## config.mk

```make
export PLATFORM = sky130hd
export DESIGN_NAME = lsl8_seq
export DESIGN_NICKNAME = d
export VERILOG_FILES = /design/src/rtl/lsl8_seq.sv
export SDC_FILE = /design/constraint.sdc
export NUM_CORES = 1
export LEC_CHECK = 0
export CORE_AREA = 3 3 51 53
export CTS_CLUSTER_DIAMETER = 40
export CTS_CLUSTER_SIZE = 14
export DETAILED_ROUTE_END_ITERATION = 7
export DIE_AREA = 0 0 54 56
export PLACE_DENSITY = 0.68
export SYNTH_ARGS = -nofsm -noshare
export SYNTH_HDL_FRONTEND = slang
export SYNTH_SLANG_ARGS = --single-unit
```

## constraint.sdc

```tcl
create_clock -name clk -period 1.6 [get_ports clk]
set_input_delay 0.32 -clock clk [delete_from_list [all_inputs] [get_ports clk]]
set_output_delay 0.32 -clock clk [all_outputs]
set_load 0.01 [all_outputs]
```

## src/rtl/lsl8_seq.sv

```systemverilog
// lsl8_seq: sequential 8-bit left shifter. It shifts one bit position per clock
// under a start/busy/done handshake, and reports the last bit shifted out and
// signed overflow. Logical and arithmetic left shift are the same operation.
//
// Ports:
//   clk      - system clock, rising-edge active
//   reset_n  - asynchronous active-low reset
//   start    - operation request, sampled only while idle
//   d_in     - operand, captured when start is accepted
//   shamt    - shift amount 0-7, captured when start is accepted
//   d_out    - shift result; intermediate values are visible while shifting
//   carry    - last bit shifted out of bit 7
//   ovf      - sticky signed overflow: the sign changed at some step
//   busy     - high while an operation is in progress (shift and done cycles)
//   done     - one-cycle completion pulse
module lsl8_seq (
    input  logic       clk,
    input  logic       reset_n,
    input  logic       start,
    input  logic [7:0] d_in,
    input  logic [2:0] shamt,
    output logic [7:0] d_out,
    output logic       carry,
    output logic       ovf,
    output logic       busy,
    output logic       done
);

    typedef enum logic [1:0] {
        StIdle  = 2'd0,
        StShift = 2'd1,
        StDone  = 2'd2
    } state_e;

    state_e     state_q, state_d;
    logic [7:0] data_q, data_d;
    logic [2:0] cnt_q, cnt_d;
    logic       carry_q, carry_d;
    logic       ovf_q, ovf_d;

    always_ff @(posedge clk or negedge reset_n) begin
        if (!reset_n) begin
            state_q <= StIdle;
            data_q  <= 8'h00;
            cnt_q   <= 3'd0;
            carry_q <= 1'b0;
            ovf_q   <= 1'b0;
        end else begin
            state_q <= state_d;
            data_q  <= data_d;
            cnt_q   <= cnt_d;
            carry_q <= carry_d;
            ovf_q   <= ovf_d;
        end
    end

    always_comb begin
        state_d = state_q;
        data_d  = data_q;
        cnt_d   = cnt_q;
        carry_d = carry_q;
        ovf_d   = ovf_q;
        busy    = 1'b0;
        done    = 1'b0;

        unique case (state_q)
            StIdle: begin
                if (start) begin
                    data_d  = d_in;
                    cnt_d   = shamt;
                    carry_d = 1'b0;
                    ovf_d   = 1'b0;
                    state_d = StShift;
                end
            end
            StShift: begin
                busy = 1'b1;
                if (cnt_q == 3'd0) begin
                    state_d = StDone;
                end else begin
                    data_d  = {data_q[6:0], 1'b0};
                    carry_d = data_q[7];
                    // Sign flips on this step when the two top bits differ.
                    ovf_d   = ovf_q | (data_q[7] ^ data_q[6]);
                    cnt_d   = cnt_q - 3'd1;
                end
            end
            StDone: begin
                busy    = 1'b1;
                done    = 1'b1;
                state_d = StIdle;
            end
            default: begin
                state_d = StIdle;
            end
        endcase
    end

    assign d_out = data_q;
    assign carry = carry_q;
    assign ovf   = ovf_q;

endmodule
```

-- Yosys cells after proc, flatten, opt, wreduce, memory -nomap -nowiden
Index checks and enable logic that the tools add are counted.
- flip-flop bits (word level): 15
- input bits: 14
- output and inout port bits: 12
- word-level logic and storage cells: 35
- $add $sub $neg: 1
- equality and inequality tests: 5
- multiplexer cells: 16
- bitwise gates (word level): 2
- reduce and logical (&&, ||, !) cells: 6
- operators by type and width (cell ; number):
    $mux W8 ; 2
    $pmux W8 S2 ; 1
    $mux W3 ; 2
    $ne A2 B2 Y1 const B ; 3
    $pmux W3 S2 ; 1
    $mux W1 ; 5
    $mux W2 ; 2
    $pmux W1 S2 ; 2
    $pmux W2 S2 ; 1
    $logic_not A3 Y1 ; 1
    $reduce_and A3 Y1 ; 1
    $sub A3 B1 Y3 const B ; 1
    $eq A2 B1 Y1 const B ; 1
    $eq A2 B2 Y1 const B ; 1
    $logic_not A2 Y1 ; 1
    $reduce_and A2 Y1 ; 1
    $reduce_bool A2 Y1 ; 1
    $reduce_or A2 Y1 ; 1
    $or A1 B1 Y1 ; 1
    $xor A1 B1 Y1 ; 1

-- Logic depth before layout (Yosys ltp)
Gate-level depths: netlist (run 1).
- depth in word-level cells: 4
- gate-level depth with buffers: 7
- gate-level depth less buffers: 6

-- Least setup slack after synthesis (run 1)
OpenSTA, ideal clock, no wires.
- kind: reg-to-reg
- start point: register cnt_q[0]
- end point: register data_q[3] (netlist: d_out[3])
- library setup time: 125 ps
- arrival: 1580 ps
- slack: -106 ps
- stages on the path, launching flop included: 7
- cells stage by stage: dfrtp_1 -> inv_1 -> ha_1 -> ha_1 -> a211oi_4 -> buf_6 -> mux2_4
- word-level cells in the longest chain between the ends: 3
- ends and longest elaborated chain (element ; line ; source):
    start: declaration ; 37 ; logic [2:0] cnt_q, cnt_d;
    start signal: assignment ; 51 ; cnt_q <= cnt_d;
    $logic_not A3 Y1 ; 78 ; if (cnt_q == 3'd0) begin
    $ne A2 B2 Y1 (no source line) ; - ;
    $reduce_and A3 Y1 (no source line) ; - ;
    end signal: assignment ; 50 ; data_q <= data_d;
    end: declaration ; 36 ; logic [7:0] data_q, data_d;
No other way between the ends.
A chain may end at the register's enable or synchronous reset.

-- Final worst setup path (run 1)
Same ends and word-level chain as after synthesis.

==> results of run 1 <==
## sequential cells by signal (all words and copies together) (netlist names)
name and count:
carry 1, cnt_q 3, d_out 8, ovf 1, state_q 2
## stage by stage
step / std cells / instance area, um^2
finish: 142 / 1408
floorplan: 70 / 892.1
global route: 142 / 1408
detailed placement: 130 / 1237
global placement: 130 / 1237
CTS: 142 / 1356
## power by group through the flow
stage	clock (mW)	sequential, mW	combinational (mW)
3_5_place_dp	0	0.723	1.91
3_3_place_gp	0	0.716	1.88
4_1_cts	0.232	0.691	2.22
6_report	0.220	0.700	2.45
2_1_floorplan	0	0.758	1.17
5_1_grt	0.244	0.719	2.64
## area by class of cell
cell class,instances,area (um^2),share of cell area (%)
multi-input combinational,43,515.5,36.62
timing repair buffer,43,420.4,29.87
sequential,15,375.4,26.67
tap,28,35.03,2.489
inverter,9,33.78,2.400
clock buffer,3,22.52,1.600
clock inverter,1,5.005,0.3556
## layout by cell type (no fill, tap or decap)
cell type	synthesis	routed
inv_2	0	4
clkbuf_2	0	1
a2bb2oi_1	1	1
nor2b_1	1	1
mux2_4	5	8
buf_4	0	10
nand2_1	3	3
clkbuf_4	0	3
mux2_2	11	8
buf_12	0	1
xnor2_1	1	1
nor2b_4	1	1
buf_6	2	7
a2111oi_1	0	1
mux2i_1	5	5
o21a_1	1	1
clkinv_2	0	1
ha_1	7	3
dfrtp_1	15	15
clkdlybuf4s50_1	0	23
ha_4	0	4
o21ai_0	3	3
a211oi_4	1	1
a21oi_1	1	1
clkdlybuf4s15_2	0	1
inv_1	9	5
nor2_4	0	1
## layer usage
metal	GRT usage (%)	share of wire, %
met1	15.97	42
met2	22.32	52
met3	2.145	5.5
met4	7.117	0.62
met5	0	0
## what timing repair did
action | in CTS | in global routing
endpoints found under the setup margin | 13 | 15
hold buffers | 0 | 0
buffers inserted | 8 | 0
gates resized for setup | 11 | 14
pin swaps | 3 | 1
## cells by family after synthesis
logic type	share of synthesized area (%)
adders and majority gates	9.929
DFF	42.55
buffers and inverters	6.949
muxes	28.23
and+or+nand+nor	3.971
xor gates and xnor gates	0.9931
AOI/OAI and AO/OA	7.376
## critical path: cells and delay by family, from the launching register on
kind | cells | cell delay, ns
AO/OA/AOI/OAI | 1 | 0.33
buffers and inverters | 2 | 0.24
multiplexers | 1 | 0.30
adder cells (fa/ha/maj) | 2 | 0.33
flip-flops | 1 | 0.37
## path summary, 6_finish.rpt
kind	from	end	slack [ns]	depth (start not counted)
max	cnt_q[0]	d_out[3]	-0.06	6
min	reset_n	d_out[0]	0.35	2
max reg2reg	cnt_q[0]	d_out[3]	-0.06	6
min reg2reg	carry	carry	0.53	2
max in group asynchronous	reset_n	cnt_q[2]	1.07	2
min in group clk	carry	carry	0.53	2
==> impl_results.rst, run 1 <==
.. list-table::
   :header-rows: 1

   * - Metric
     - Value
   * - Number of flops mapped to enable cells by yosys
     - 0
   * - Initial cell density of the core
     - 40.26%
   * - Setup slack at placement
     - -0.1765 ns
   * - Run status
     - finished, violations left
   * - Relative contribution of sequential cells to total power
     - 20.7%
   * - Most Frequent Cell on Critical Path
     - ha_4
   * - Cells after Synth
     - 70
   * - Power density over cell area
     - 2397 mW/mm^2
   * - Per-cell via count in the routed design
     - 4.697
   * - Share of final-layout standard cells stronger than drive strength 1
     - 44.74%
   * - Share of flip-flops with an asynchronous set or reset after synthesis
     - 100.0%
   * - Overall die height
     - 56 um
   * - Synth Cell Area
     - 882.1 um^2
   * - Worst path arrival time
     - 1.84 ns
   * - Critical Path Source Type
     - flip-flop
   * - Comb pwr share
     - 72.7%
   * - Clock-pin slew on the worst setup and hold paths
     - 0.10 ns
   * - Core Util, Final
     - 64.25%
   * - Share of power burned in the clock network
     - 6.5%
   * - VDD IR-drop max
     - 0.001210 V
   * - Area overhead of the layout relative to synthesis
     - 59.57%
   * - Via count of the first global-routing pass
     - 696
   * - Most frequent cells after synthesis
     - dfrtp_1 (15), mux2_2 (11), inv_1 (9), ha_1 (7)
   * - Register area share after synthesis
     - 42.55%
   * - Internal portion of total power
     - 2.202 mW
   * - Vias
     - 667
   * - Tightest Pin Transition
     - 0.4184 ns
   * - HPWL after detailed placement
     - 1253 um
   * - Cell types with the largest area share after synthesis
     - dfrtp_1 (43%), mux2_2 (14%), ha_1 (9.9%)
   * - Fin. max-slew vios
     - 0
   * - Clk root buf
     - clkbuf_4
   * - Maximum number of pins on one net before global-route repair
     - 16
   * - Category of the worst setup path capture point
     - flip-flop
   * - Min Tclk post-route
     - 1.665 ns
   * - Total leakage power
     - 0.6470 nW
   * - Initial antenna violation count
     - 0
   * - CP Cell Sequence
     - inv_2, ha_4, ha_4, a211oi_4, buf_6, mux2_4
   * - Dominant cell type by area after synthesis
     - dfrtp_1
   * - Area of the die
     - 0.003024 mm^2
   * - HP Class
     - in -> async
   * - Clock tree from TritonCTS
     - done
   * - Skew-Pair Late Insertion Delay
     - 0.29 ns
   * - Path type of the worst setup path
     - reg -> reg
   * - Total grt overflow
     - 0
   * - Design Power
     - 3.374 mW
   * - Post-Syn Nets
     - 91
   * - Number of nets at the end of the flow
     - 136
   * - Global-route total usage across every layer
     - 13.45%
   * - Worst endpoint required time
     - 1.77 ns
   * - Cell with the largest stage delay on the worst path
     - dfrtp_1
   * - Share of total power consumed by net switching
     - 34.74%
   * - Pre-Repair DR Iteration Count
     - 2
   * - Final setup violation count
     - 9
   * - Max-cap check violation count
     - 0
   * - Number of synthesized register bits
     - 15
   * - Peak per-stage delay on the critical path
     - 0.37 ns
   * - Layout Skew
     - 0.004907 ns
   * - Most used flip-flop cell after synthesis
     - dfrtp_1
   * - Quantity of I/O buffers inserted on ports
     - 25
   * - Worst relative slew slack
     - 72.04%
   * - Antenna-violating nets left
     - 0
   * - Number of inserted diodes
     - 0
   * - Clock net sink count
     - 15
   * - Worst Setup Slack, final
     - -0.06477 ns
   * - F_max
     - 600.7 MHz
   * - Most frequent cell after synthesis
     - dfrtp_1
   * - Total count of hold-check failures in the final report
     - 0
   * - CTS buffer count
     - 3
   * - Max FO, Critical Path
     - 5
   * - Remaining DRCs
     - 0
   * - Syn. warnings
     - 0
   * - Violated checks
     - setup timing
   * - Count of H-tree levels built during CTS
     - 1
   * - Global-route wire length before repair
     - 2980 um
   * - Maximum clock path buffer count
     - 2
   * - Setup TNS after final layout
     - -0.3583 ns
   * - Average detailed-routed wire length per instance
     - 13.66 um
   * - Area of the placeable core
     - 0.002191 mm^2
   * - Mapped Avg Cell Area
     - 12.60 um^2
   * - Die width
     - 54 um
   * - Worst Hold Slack
     - 0.3474 ns
   * - FILL cells
     - 171
   * - Area fraction of the dominant cell type after synthesis
     - 42.55%
   * - Standard-cell row count
     - 17
   * - Placer congestion estimate
     - 0.7356
   * - Iter 0 DRT Violations
     - 3
   * - Final period util
     - 104.0%
   * - Setup repair after global routing missed its margin
     - yes
   * - Count of cell types in the netlist
     - 19
   * - Routed wire length
     - 1940 um
   * - Switching power total
     - 1.172 mW
   * - Ports
     - 26
Note: power is estimated with default switching activity, not from simulation.
==> inputs of run 2 (changes only) <==
--- a/config.mk
+++ b/config.mk
@@ -5,11 +5,11 @@
 export SDC_FILE = /design/constraint.sdc
 export NUM_CORES = 1
 export LEC_CHECK = 0
-export CORE_AREA = 3 3 51 53
+export CORE_AREA = 2 2 50 52
 export CTS_CLUSTER_DIAMETER = 40
 export CTS_CLUSTER_SIZE = 14
 export DETAILED_ROUTE_END_ITERATION = 7
-export DIE_AREA = 0 0 54 56
+export DIE_AREA = 0 0 52 54
 export PLACE_DENSITY = 0.68
 export SYNTH_ARGS = -nofsm -noshare
 export SYNTH_HDL_FRONTEND = slang
==> run 2 against run 1 <==
  * The run still ends with setup timing left
  * Maximum frequency is 1.1% higher
  * Worst setup slack better by 0.017 ns
  * Largest cell class unchanged
  * Sequential share of layout area is 0.22 points higher
  * Clock skew is 0.0010 ns higher
  * Critical endpoint is now d_out[6]
  * Flip-flop and latch count stayed put
  * Final cell count is 2.1% higher
  * Core utilization is 4.1 points lower
  * Final area is 0.80% lower
  * Highest routed layer unchanged
  * Die area is 7.1% lower
  * Power is 3.3% lower
  * Combinational power is 4% lower
  * Sequential power hardly changed
==> impl_results.rst, run 2 (synthesized netlist as in run 1, its figures left out) <==
.. list-table::
   :header-rows: 1

   * - Metric
     - Value
   * - Area overhead of the layout relative to synthesis
     - 58.30%
   * - HPWL after detailed placement
     - 1361 um
   * - HP Class
     - in -> async
   * - Quantity of hold-fixing buffers added after cts
     - 0
   * - Critical Path Source Type
     - flip-flop
   * - Launch instance of the worst register-to-register path
     - state_q[1]
   * - Worst setup path endpoint
     - d_out[6]
   * - Maximum clock path buffer count
     - 2
   * - Core Util, Final
     - 60.19%
   * - Total grt overflow
     - 0
   * - Area of the placeable core
     - 0.002320 mm^2
   * - Clock net sink count
     - 15
   * - Tightest Pin Transition
     - 0.3059 ns
   * - Vias
     - 682
   * - Quantity of I/O buffers inserted on ports
     - 25
   * - Internal portion of total power
     - 2.105 mW
   * - Final setup violation count
     - 8
   * - Overall die height
     - 54 um
   * - Cell family with most CP delay
     - flip-flops
   * - Leading cell types in the layout, fill and taps excluded
     - clkdlybuf4s50_1 (21), dfrtp_1 (15), buf_4 (15)
   * - Worst path bufs/invs
     - 2
   * - Category of the worst setup path capture point
     - flip-flop
   * - CTS buffer count
     - 3
   * - Worst path arrival time
     - 1.83 ns
   * - Initial antenna violation count
     - 0
   * - Combined area of the multi-input logic cells
     - 518.0 um^2
   * - Combined flip-flop and latch cell area
     - 375.4 um^2
   * - Fin. max-slew vios
     - 0
   * - Total count of hold-check failures in the final report
     - 0
   * - Run status
     - finished, violations left
   * - Clock tree from TritonCTS
     - done
   * - VDD IR-drop max
     - 0.001247 V
   * - Max FO, Critical Path
     - 5
   * - Violated checks
     - setup timing
   * - Total leakage power
     - 0.6595 nW
   * - Setup repair after global routing missed its margin
     - yes
   * - Via count of the first global-routing pass
     - 692
   * - Skew-Pair Late Insertion Delay
     - 0.29 ns
   * - Worst Setup Slack, final
     - -0.04735 ns
   * - CP Cell Sequence
     - inv_4, ha_4, nor2_2, a211oi_4, buf_6, mux2_4
   * - Per-cell via count in the routed design
     - 4.703
   * - Number of inserted diodes
     - 0
   * - Global-route wire length before repair
     - 3312 um
   * - Max reg flops
     - 8
   * - # placed instances
     - 134
   * - Number of nets at the end of the flow
     - 137
   * - Count of cell instances traversed by the critical path
     - 6
   * - Share of total power consumed by net switching
     - 35.47%
   * - End of the worst register-to-register path
     - d_out[6]
   * - Cell area after placement
     - 0.001242 mm^2
   * - Iter 0 DRT Violations
     - 1
   * - Global-route total usage across every layer
     - 16.81%
   * - Worst-case register-to-register setup slack
     - -0.05 ns
   * - Worst setup startpoint
     - state_q[1]
   * - Max-cap check violation count
     - 0
   * - Antenna-violating nets left
     - 0
   * - Design Power
     - 3.262 mW
   * - F_max
     - 607.0 MHz
   * - Layout Skew
     - 0.005941 ns
   * - Placer congestion estimate
     - 0.6734
   * - Power density over cell area
     - 2336 mW/mm^2
   * - Worst endpoint required time
     - 1.78 ns
   * - Initial cell density of the core
     - 38.03%
   * - Worst reg2reg path depth
     - 6
   * - Min Tclk post-route
     - 1.647 ns
   * - Most common cell after layout, fill and taps aside
     - clkdlybuf4s50_1
   * - Maximum number of pins on one net before global-route repair
     - 16
   * - Peak per-stage delay on the critical path
     - 0.42 ns
   * - Share of power burned in the clock network
     - 7.0%
   * - Average detailed-routed wire length per instance
     - 13.91 um
   * - Final period util
     - 103.0%
   * - Area of the die
     - 0.002808 mm^2
   * - Worst Hold Slack
     - 0.3371 ns
   * - Count of H-tree levels built during CTS
     - 1
   * - Pre-Repair DR Iteration Count
     - 2
   * - Ports
     - 26
   * - Share of final-layout standard cells stronger than drive strength 1
     - 45.22%
   * - Routed wire length
     - 2017 um
   * - Worst relative slew slack
     - 79.56%
   * - Remaining DRCs
     - 0
   * - Switching power total
     - 1.157 mW
   * - Clk root buf
     - clkbuf_4
   * - Final standard cell area without fillers
     - 0.001396 mm^2
   * - Path type of the worst setup path
     - reg -> reg
   * - Comb pwr share
     - 71.6%
   * - Die width
     - 52 um
   * - FILL cells
     - 198
   * - Cell with the largest stage delay on the worst path
     - dfrtp_1
   * - Standard-cell row count
     - 18
   * - Relative contribution of sequential cells to total power
     - 21.4%
   * - Clock-pin slew on the worst setup and hold paths
     - 0.10 ns
   * - Finished Layout Cells
     - 145
-- run 2: cell count changes in the layout (fill, tap and decap cells not counted), sizes merged --
cell,before,now
buf,18,20
clkdlybuf4s50,23,21
dlymetal6s2s,0,2
clkbuf,4,5
clkdlybuf4s15,1,0
clkinv,1,0
-- run 2: worst min path at each step --
| stage | from | to | slack [ns] | cells after the start |
|---|---|---|---|---|
| CTS | reset_n | state_q[1] | 0.34 | 2 |
| finish | reset_n | d_out[0] | 0.34 | 2 |
| global route | reset_n | d_out[0] | 0.37 | 2 |
| floorplan | reset_n | carry | 0.02 | 0 |
| global placement | cnt_q[1] | cnt_q[1] | 0.51 | 2 |
| detailed placement | d_out[1] | d_out[1] | 0.52 | 1 |
-- run 2: timing repair --
item	4_1_cts	5_1_grt
buffers inserted	6	1
pin swaps	2	1
setup endpoints to repair	15	16
resized for setup	15	11
-- run 2: worst reg2reg max path, cell delays in order (launching register included) --
cell and delay (ns):
dfrtp_1 0.42, inv_4 0.11, ha_4 0.18, nor2_2 0.07
a211oi_4 0.29, buf_6 0.18, mux2_4 0.29
-- run 2: per-layer routing --
| layer | up-vias | GRT usage [%] | wire (um) |
|---|---|---|---|
| li1 | 326 | - | - |
| met1 | 333 | 19.34 | 892 |
| met2 | 18 | 28.27 | 990 |
| met3 | 5 | 5.000 | 98 |
| met4 | 0 | 8.772 | 36 |
| met5 | - | 0 | 0 |
-- run 2: layout make-up --
class	count	area share [%]
Multi-Input combinational cell	43	37.10
Clock buffer	4	1.882
Inverter	9	2.599
Sequential cell	15	26.88
Tap cell	30	2.688
Timing Repair Buffer	44	28.85
-- run 2: through the flow --
step	TNS, ns	setup slack [ns]
global placement	-1.586	-0.2216
CTS	-0.1199	-0.03523
detailed placement	-1.725	-0.2615
floorplan	-0.2285	-0.04571
global route	-1.109	-0.1174
finish	-0.2788	-0.04735
-- run 2: power groups by stage --
stage | clock network [mW] | logic (mW) | registers (mW)
after CTS | 0.231 | 2.22 | 0.693
final | 0.229 | 2.34 | 0.697
after detailed placement | 0 | 1.94 | 0.724
after global placement | 0 | 1.88 | 0.716
after global routing | 0.245 | 2.54 | 0.720
after floorplan | 0 | 1.17 | 0.758
==> inputs of run 3 (changes only) <==
--- a/config.mk
+++ b/config.mk
@@ -5,6 +5,7 @@
 export SDC_FILE = /design/constraint.sdc
 export NUM_CORES = 1
 export LEC_CHECK = 0
+export CAP_MARGIN = 20
 export CORE_AREA = 2 2 50 52
 export CTS_CLUSTER_DIAMETER = 40
 export CTS_CLUSTER_SIZE = 14
==> results of run 3 <==
No change in the layout: final DEF, timing and power equal those of run 2.
